--- config.mk ---
export PLATFORM = sky130hd
export DESIGN_NAME = sram_responder
export DESIGN_NICKNAME = d
export VERILOG_FILES = /design/src/rtl/sram_responder.sv
export SDC_FILE = /design/constraint.sdc
export NUM_CORES = 2
export LEC_CHECK = 0
export BUFFER_PORTS_ARGS = -buffer_cell sky130_fd_sc_hd__buf_2
export CAP_MARGIN = 40
export CORE_ASPECT_RATIO = 0.6
export CORE_UTILIZATION = 40
export CTS_CLUSTER_DIAMETER = 120
export CTS_CLUSTER_SIZE = 28
export DETAILED_ROUTE_END_ITERATION = 10
export PLACE_DENSITY = 0.52
export SLEW_MARGIN = 30
export SYNTH_ARGS = -nofsm -noshare
export SYNTH_HDL_FRONTEND = slang
export SYNTH_SLANG_ARGS = --single-unit
--- constraint.sdc ---
create_clock -name clk -period 8.75 [get_ports clk]
set_input_delay 0.4375 -clock clk [delete_from_list [all_inputs] [get_ports clk]]
set_output_delay 0.4375 -clock clk [all_outputs]
set_load 0.05 [all_outputs]
--- src/rtl/sram_responder.sv ---
// -----------------------------------------------------------------------------
// sram_responder
//   Data-memory responder behind the MEM stage request interface. A read or
//   write request is accepted in IDLE and then held in BUSY for WAIT_CYCLES
//   cycles. The block spends one cycle in DONE, where the access completes,
//   and then returns to IDLE. While an access is in flight, ready is low. The
//   pipeline uses ~ready to freeze.
//
//   Configuration macro: SRAM_RANGE_CHECK_EN
//     When defined, the block adds the range_err output. Accesses outside
//     [BASE_ADDR, BASE_ADDR + 4*MEM_WORDS) have their write suppressed, and
//     reads from those addresses return 0. range_err pulses in the DONE cycle.
//     When undefined, the word index wraps modulo MEM_WORDS.
//
// Ports
//   clk       in   rising-edge clock
//   rst       in   asynchronous active-high reset
//   mem_r_en  in   read request (level, held until ready)
//   mem_w_en  in   write request (level, held until ready)
//   address   in   byte address, bits [1:0] ignored
//   wr_data   in   write data, sampled at acceptance
//   rd_data   out  read data, valid in DONE and held afterwards
//   ready     out  1 = idle with no request, or access completing
//   range_err out  (macro only) out-of-range access, DONE cycle only
// -----------------------------------------------------------------------------
module sram_responder #(
  parameter int BIT_NUMBER  = 32,
  parameter int MEM_WORDS   = 64,
  parameter int BASE_ADDR   = 1024,
  parameter int WAIT_CYCLES = 5
) (
  input  logic                  clk,
  input  logic                  rst,
  input  logic                  mem_r_en,
  input  logic                  mem_w_en,
  input  logic [BIT_NUMBER-1:0] address,
  input  logic [BIT_NUMBER-1:0] wr_data,
  output logic [BIT_NUMBER-1:0] rd_data,
  output logic                  ready
`ifdef SRAM_RANGE_CHECK_EN
  ,
  output logic                  range_err
`endif
);

  localparam int IDX_W = $clog2(MEM_WORDS);
  localparam int CNT_W = (WAIT_CYCLES > 1) ? $clog2(WAIT_CYCLES) : 1;
  localparam logic [CNT_W-1:0]      CNT_LOAD = CNT_W'(WAIT_CYCLES - 1);
  localparam logic [CNT_W-1:0]      CNT_ZERO = {CNT_W{1'b0}};
  localparam logic [CNT_W-1:0]      CNT_ONE  = CNT_W'(1);
  localparam logic [BIT_NUMBER-1:0] BASE_C   = BIT_NUMBER'(BASE_ADDR);

  typedef enum logic [1:0] {
    ST_IDLE = 2'd0,
    ST_BUSY = 2'd1,
    ST_DONE = 2'd2
  } state_t;

  state_t                  state_r;
  state_t                  state_nxt_s;
  logic [CNT_W-1:0]        cnt_r;
  logic                    op_wr_r;
  logic [IDX_W-1:0]        idx_r;
  logic [BIT_NUMBER-1:0]   wdata_r;
  logic                    oob_r;
  logic [BIT_NUMBER-1:0]   rd_data_r;
  logic                    range_err_r;
  logic [BIT_NUMBER-1:0]   mem_r [MEM_WORDS];

  logic                    req_s;
  logic                    accept_s;
  logic                    commit_s;
  logic                    ready_s;
  logic                    oob_s;
  logic [BIT_NUMBER-1:0]   addr_off_s;
  logic [IDX_W-1:0]        idx_s;
  logic                    unused_addr_s;

  assign req_s      = mem_r_en | mem_w_en;
  assign addr_off_s = address - BASE_C;
  assign idx_s      = addr_off_s[IDX_W+1:2];
  // Byte-offset bits and the bits above the index do not take part in addressing.
  assign unused_addr_s = ^{addr_off_s[BIT_NUMBER-1:IDX_W+2], addr_off_s[1:0]};

`ifdef SRAM_RANGE_CHECK_EN
  localparam logic [BIT_NUMBER-1:0] LIMIT_C = BIT_NUMBER'(BASE_ADDR + 4 * MEM_WORDS);
  assign oob_s     = (address < BASE_C) || (address >= LIMIT_C);
  assign range_err = range_err_r;
`else
  assign oob_s = 1'b0;
`endif

  assign accept_s = (state_r == ST_IDLE) && req_s;
  // The last BUSY cycle is the edge at which the array is written or read.
  assign commit_s = (state_r == ST_BUSY) && (cnt_r == CNT_ZERO);

  assign rd_data = rd_data_r;
  assign ready   = ready_s;

  // Next-state and ready decode. ready drops in the same cycle a request is accepted.
  always_comb begin
    state_nxt_s = state_r;
    ready_s     = 1'b1;
    case (state_r)
      ST_IDLE: begin
        if (req_s) begin
          state_nxt_s = ST_BUSY;
          ready_s     = 1'b0;
        end else begin
          state_nxt_s = ST_IDLE;
          ready_s     = 1'b1;
        end
      end
      ST_BUSY: begin
        ready_s = 1'b0;
        if (cnt_r == CNT_ZERO) begin
          state_nxt_s = ST_DONE;
        end else begin
          state_nxt_s = ST_BUSY;
        end
      end
      ST_DONE: begin
        state_nxt_s = ST_IDLE;
        ready_s     = 1'b1;
      end
      default: begin
        state_nxt_s = ST_IDLE;
        ready_s     = 1'b1;
      end
    endcase
  end

  // FSM state register.
  always_ff @(posedge clk or posedge rst) begin
    if (rst) begin
      state_r <= ST_IDLE;
    end else begin
      state_r <= state_nxt_s;
    end
  end

  // Request latch and wait-state counter. Inputs are only sampled at acceptance.
  always_ff @(posedge clk or posedge rst) begin
    if (rst) begin
      cnt_r   <= CNT_ZERO;
      op_wr_r <= 1'b0;
      idx_r   <= {IDX_W{1'b0}};
      wdata_r <= {BIT_NUMBER{1'b0}};
      oob_r   <= 1'b0;
    end else if (accept_s) begin
      cnt_r   <= CNT_LOAD;
      // If both enables are set, the request is treated as a read.
      op_wr_r <= mem_w_en & ~mem_r_en;
      idx_r   <= idx_s;
      wdata_r <= wr_data;
      oob_r   <= oob_s;
    end else if ((state_r == ST_BUSY) && (cnt_r != CNT_ZERO)) begin
      cnt_r <= cnt_r - CNT_ONE;
    end
  end

  // Read data register and range error pulse. Both update only at the commit edge.
  always_ff @(posedge clk or posedge rst) begin
    if (rst) begin
      rd_data_r   <= {BIT_NUMBER{1'b0}};
      range_err_r <= 1'b0;
    end else begin
      range_err_r <= commit_s && oob_r;
      if (commit_s && !op_wr_r) begin
        rd_data_r <= oob_r ? {BIT_NUMBER{1'b0}} : mem_r[idx_r];
      end
    end
  end

  // Storage array. It is not reset. Writes commit only at the commit edge.
  always_ff @(posedge clk) begin
    if (commit_s && op_wr_r && !oob_r && !rst) begin
      mem_r[idx_r] <= wdata_r;
    end
  end

endmodule

## After elaboration in Yosys (flattened, before gate mapping)

Memories as Yosys holds them, arrays and structs flattened. A register that Yosys moved wholly into a read port is not among the register bits.
Cells that the tools add are included.

| word-level totals | value |
|---|---|
| register bits after elaboration | 44 |
| input bits | 68 |
| memory bits (writable) | 2,048 |
| output and inout bits | 33 |
| memories kept | 1 |
| word-level logic and storage cells | 33 |

Memories:

| name | words | width | read ports | clocked after Yosys merged registers in | write ports | line | RTL |
|---|---|---|---|---|---|---|---|
| mem_r | 64 | 32 | 1 | 1 | 1 | 68 | `logic [BIT_NUMBER-1:0] mem_r [MEM_WORDS];` |

| cells by class | value |
|---|---|
| add/sub/neg operators | 2 |
| equality and inequality tests | 1 |
| reduce and logical (&&, ||, !) cells | 12 |
| bitwise operators | 3 |
| mux-type cells | 9 |

Operators by type and width:

| cell | number |
|---|---|
| $sub A8 B1 Y8 const B | 1 |
| $logic_and A1 B1 Y1 | 6 |
| $mux W3 | 2 |
| $mux W1 | 4 |
| $pmux W2 S2 | 1 |
| $logic_not A3 Y1 | 1 |
| $reduce_bool A3 Y1 | 1 |
| $sub A3 B1 Y3 const B | 1 |
| $eq A2 B1 Y1 const B | 1 |
| $logic_not A1 Y1 | 2 |
| $logic_not A2 Y1 | 1 |
| $mux W2 | 1 |
| $pmux W1 S2 | 1 |
| $reduce_bool A2 Y1 | 1 |
| $and A1 B1 Y1 | 1 |
| $not A1 Y1 | 1 |
| $or A1 B1 Y1 | 1 |

## Longest topological paths before layout

| logic depth | value |
|---|---|
| depth in word-level cells | 6 |
| depth in mapped cells | 11 |
| mapped depth without buffers | 8 |

## Worst setup path after synthesis

No wires, ideal clock.

| timing path | value |
|---|---|
| path type | input port to flip-flop |
| start point | input port rst |
| end point | memory mem_r[13][0] (enable) |
| buffers on the path | 1 |
| arrival | 4.233 ns |
| path slack | 4.096 ns |
| library setup time | 0.421 ns |
| data required time | 8.329 ns |
| stages | 5 |
| cell sequence | inv_1 > and3_1 > clkbuf_1 > nand3_1 > nor2_1 |

| between the ends | value |
|---|---|
| cells in the longest elaborated chain, start to end | 4 |

RTL lines:

| what | line | RTL |
|---|---|---|
| start: declaration | 33 | `input logic rst,` |
| $logic_not A1 Y1 | 177 | `if (commit_s && op_wr_r && !oob_r && !rst) begin` |
| $logic_and A1 B1 Y1 | 177 |  |
| $mux W1 | 177 |  |
| $mux W1 (not written as such) | 178 | `mem_r[idx_r] <= wdata_r;` |
| end: declaration | 68 |  |

No other way between the ends.

==> summary.txt <==
Yosys
  • Mean post-synth cell area: 18.99 µm²
  • Top FF cell, synth: edfxtp_1
  • Cell with the most instances after synthesis: edfxtp_1
  • Yosys cell types: 80
  • Synth top area cells: edfxtp_1 75%, mux4_2 4.9%, mux2_2 2.7%
  • Syn Std Cell Area: 81600 µm²
  • Leading area contributor after synthesis: edfxtp_1
  • Net Count, Synth: 4368
  • Synthesized flop and latch total: 2124
  • Post-synthesis sequential area ratio: 0.7770
  • Top cells by count, synth: 2048 x edfxtp_1, 197 x a221oi_1, 194 x mux2_2, 192 x nor2_1, 188 x mux2i_1
  • Post-synth EDFFs: 2048
  • Top-area cell type share of the netlist area: 0.7537
  • Post-synth ARST share: 0.03578
  • Synthesized instance count: 4298
  • Yosys warns: 0

Critical path
  • Crit Path Max Fanout: 71
  • Critical-path cell list: buf_12 > and2_2 > buf_4 > a221oi_1 > a21oi_1 > o22ai_1 > o32a_1
  • Critical path class: flop to flop
  • Crit path max-delay family: compound AO/OA/AOI/OAI gates
  • Max stage delay on crit path: 0.97 ns
  • Crit. End Element: flop
  • Buf+Inv Stages, Crit Path: 2
  • CP max stage cell: dfrtp_4
  • Worst path required time: 9.41 ns
  • Arr. time, crit path: 5.40 ns
  • Startpoint types: flop

STA
  • Fmax: 210.8 MHz
  • Setup ws final: 4.007 ns
  • Final setup TNS: 0 ns
  • Worst slew margin: 0.2733
  • Worst-margin pin slew: 1.090 ns
  • Max-slew violation count: 0
  • Fin crit share: 0.5420
  • RSZ-0062 raised after global routing: false
  • Clock Skew: 0.04358 ns
  • Min Hold Slack: 0.02463 ns
  • Final min period: 4.743 ns
  • Count of final hold-check violations: 0
  • Final setup violation count: 0

Power
  • Comb pwr share: 0.372
  • Power share of the sequential group: 0.455
  • Power Density: 327.5 nW/µm²
  • Switching Share: 0.3919
  • Share of total power in the clock network: 0.173
  • Psw: 0.01149 W
  • Peak VDD IR: 0.0003146 V
  • Int Pwr: 0.01783 W
  • Leakage: 27.37 nW

Cells and area
  • Sequential Area: 63450 µm²
  • Layout Nets: 4521
  • Fill count: 17.43k
  • Post-synthesis to final-layout area growth: 9.709%
  • Post-layout util: 0.4450
  • Post-route insts no fill: 7233
  • Layout cells sized above 1: 0.2070
  • Area taken by multi-input logic gates: 17170 µm²

Routing
  • Post-DRT Antenna Nets: 0
  • Vias per cell: 6.272
  • Starting DRT DRC Count: 7378
  • First-pass detailed-route iteration total: 5
  • DRC Markers: 0
  • DR WL/cell: 38.90 µm
  • Routed WL: 281300 µm
  • DR vias: 45.37k

Global route
  • Gr usage total: 0.2722
  • GRT overflow: 0
  • Initial antenna violation count: 21
  • Largest net degree at the start of global routing: 87
  • First-pass GRT wire length: 379300 µm
  • Vias in the first global route: 42.19k

CTS
  • Postcts setup bufs: 0
  • Reg clk slew, reported paths: 0.11 ns
  • Cts bufs inserted: 85
  • Clock sinks: 2124
  • CTS Hold Bufs: 36
  • Clock root cell: clkbuf_16
  • TritonCTS clock tree: yes
  • Clock buffer depth: 3
  • Skew-Pair Late Insertion Delay: 0.77 ns
  • CTS resizes: 0
  • CTS HTree Levels: 3

Floorplanning
  • Die Y: 351.9 µm
  • Core area: 201200 µm²
  • Core Rows: 127
  • Initial Util: 0.4056
  • Die ar.: 205900 µm²
  • IO Pins: 101
  • Die width: 585.1 µm

Hold path
  • Hold Crit Class: primary input to flop

Run
  • Max-Cap Viols: 0

Outcome
  • Status: finished clean

Place
  • Placer Congestion: 0.8601
  • Hpwl dp: 163100 µm
  • Port-buffer cells: 74
  • Pre-CTS setup slack: 4.174 ns
  • Placed Cells incl. Taps: 7022
==> per-stage QoR <==
| stage | power (W) | instance area [µm²] |
|---|---|---|
| floorplan | 0.01914 | 81600 |
| global placement | 0.02389 | 85980 |
| detailed placement | 0.02409 | 86500 |
| CTS | 0.02900 | 89370 |
| global route | 0.03009 | 89520 |
| finish | 0.02932 | 89520 |
==> area by class of cell <==
| class | count | area share |
|---|---|---|
| diodes | 3 | 0.00008386 |
| repair buffers | 356 | 0.03297 |
| flip-flops and latches | 2124 | 0.7088 |
| multi-input cells | 1876 | 0.1918 |
| inverters | 8 | 0.0004752 |
| well taps | 2709 | 0.03786 |
| clock buffers | 157 | 0.02797 |
==> layer usage <==
layer  GRT usage  vias to the layer above  share of wire  wire length (µm)
met5           0                        -       0.000025                 7
met1      0.4189                    24390           0.44            123800
li1            -                    18010              -                 -
met3     0.09427                      241           0.13             37680
met2      0.3711                     2728           0.41            114900
met4     0.04947                        2          0.018              4970
==> cells by family (layout without fill, tap and decap cells) <==
group,after synthesis,after routing,share of synthesized area
XOR/XNOR,1,1,0.0001074
flip-flops,2124,2124,0.7770
buffers and inverters,298,521,0.02075
adder cells (fa/ha/maj),2,2,0.0003066
multiplexers,562,562,0.09942
AND/OR/NAND/NOR,416,416,0.02300
other,0,3,0
AO/OA/AOI/OAI,895,895,0.07946
==> cells in the final DEF (no fill, tap or decap), types with 8 or more instances in the layout <==
master         count
clkbuf_1          67
mux2i_1          186
a31oi_1           24
buf_4            202
dfrtp_1           41
a221oi_1         197
o221ai_1          14
mux4_2           178
nand3_1           21
buf_16            10
clkbuf_16         90
nand4_1            8
a221o_1           35
edfxtp_1        2048
dlygate4sd3_1     36
buf_2             88
o2111ai_1         11
a211oi_1           9
dfrtp_2           31
o22a_1            15
o32a_1            17
a22o_1            30
nand2_1          114
nor2_1           124
o211ai_1          15
a22oi_1          156
buf_12            14
a21oi_1          123
mux2_2           194
nand2b_1           8
o22ai_1           69
nor2_4            67
and3_1            12
o21ai_0          127
a222oi_1           8
==> power by group through the flow <==
stage | Combinational, W | Sequential (W) | Clock (W)
6_report | 0.0109 | 0.0133 | 0.00508
5_1_grt | 0.0113 | 0.0134 | 0.00547
3_3_place_gp | 0.0103 | 0.0135 | 0
2_1_floorplan | 0.00502 | 0.0141 | 0
4_1_cts | 0.0106 | 0.0133 | 0.00512
3_5_place_dp | 0.0105 | 0.0136 | 0
==> state kept, by name, summed over array words and instances, names as in the netlist <==
name,count
cnt_r,3
rd_data,32
mem_r,2048
wdata_r,32
op_wr_r,1
idx_r,6
state_r,2
==> worst paths after layout <==
check                                 start           to  slack (ns)  cells past startpoint
worst max-delay path               idx_r[1]  rd_data[12]        4.01                      7
worst min-delay path            wr_data[27]  wdata_r[27]        0.02                      2
worst max register to register     idx_r[1]  rd_data[12]        4.01                      7
worst min register to register   wdata_r[0]   wdata_r[0]        0.53                      1
max in group asynchronous               rst     idx_r[1]        6.83                      5
min in group asynchronous               rst  rd_data[13]        0.25                      3
(Power assumes the default switching activity.)
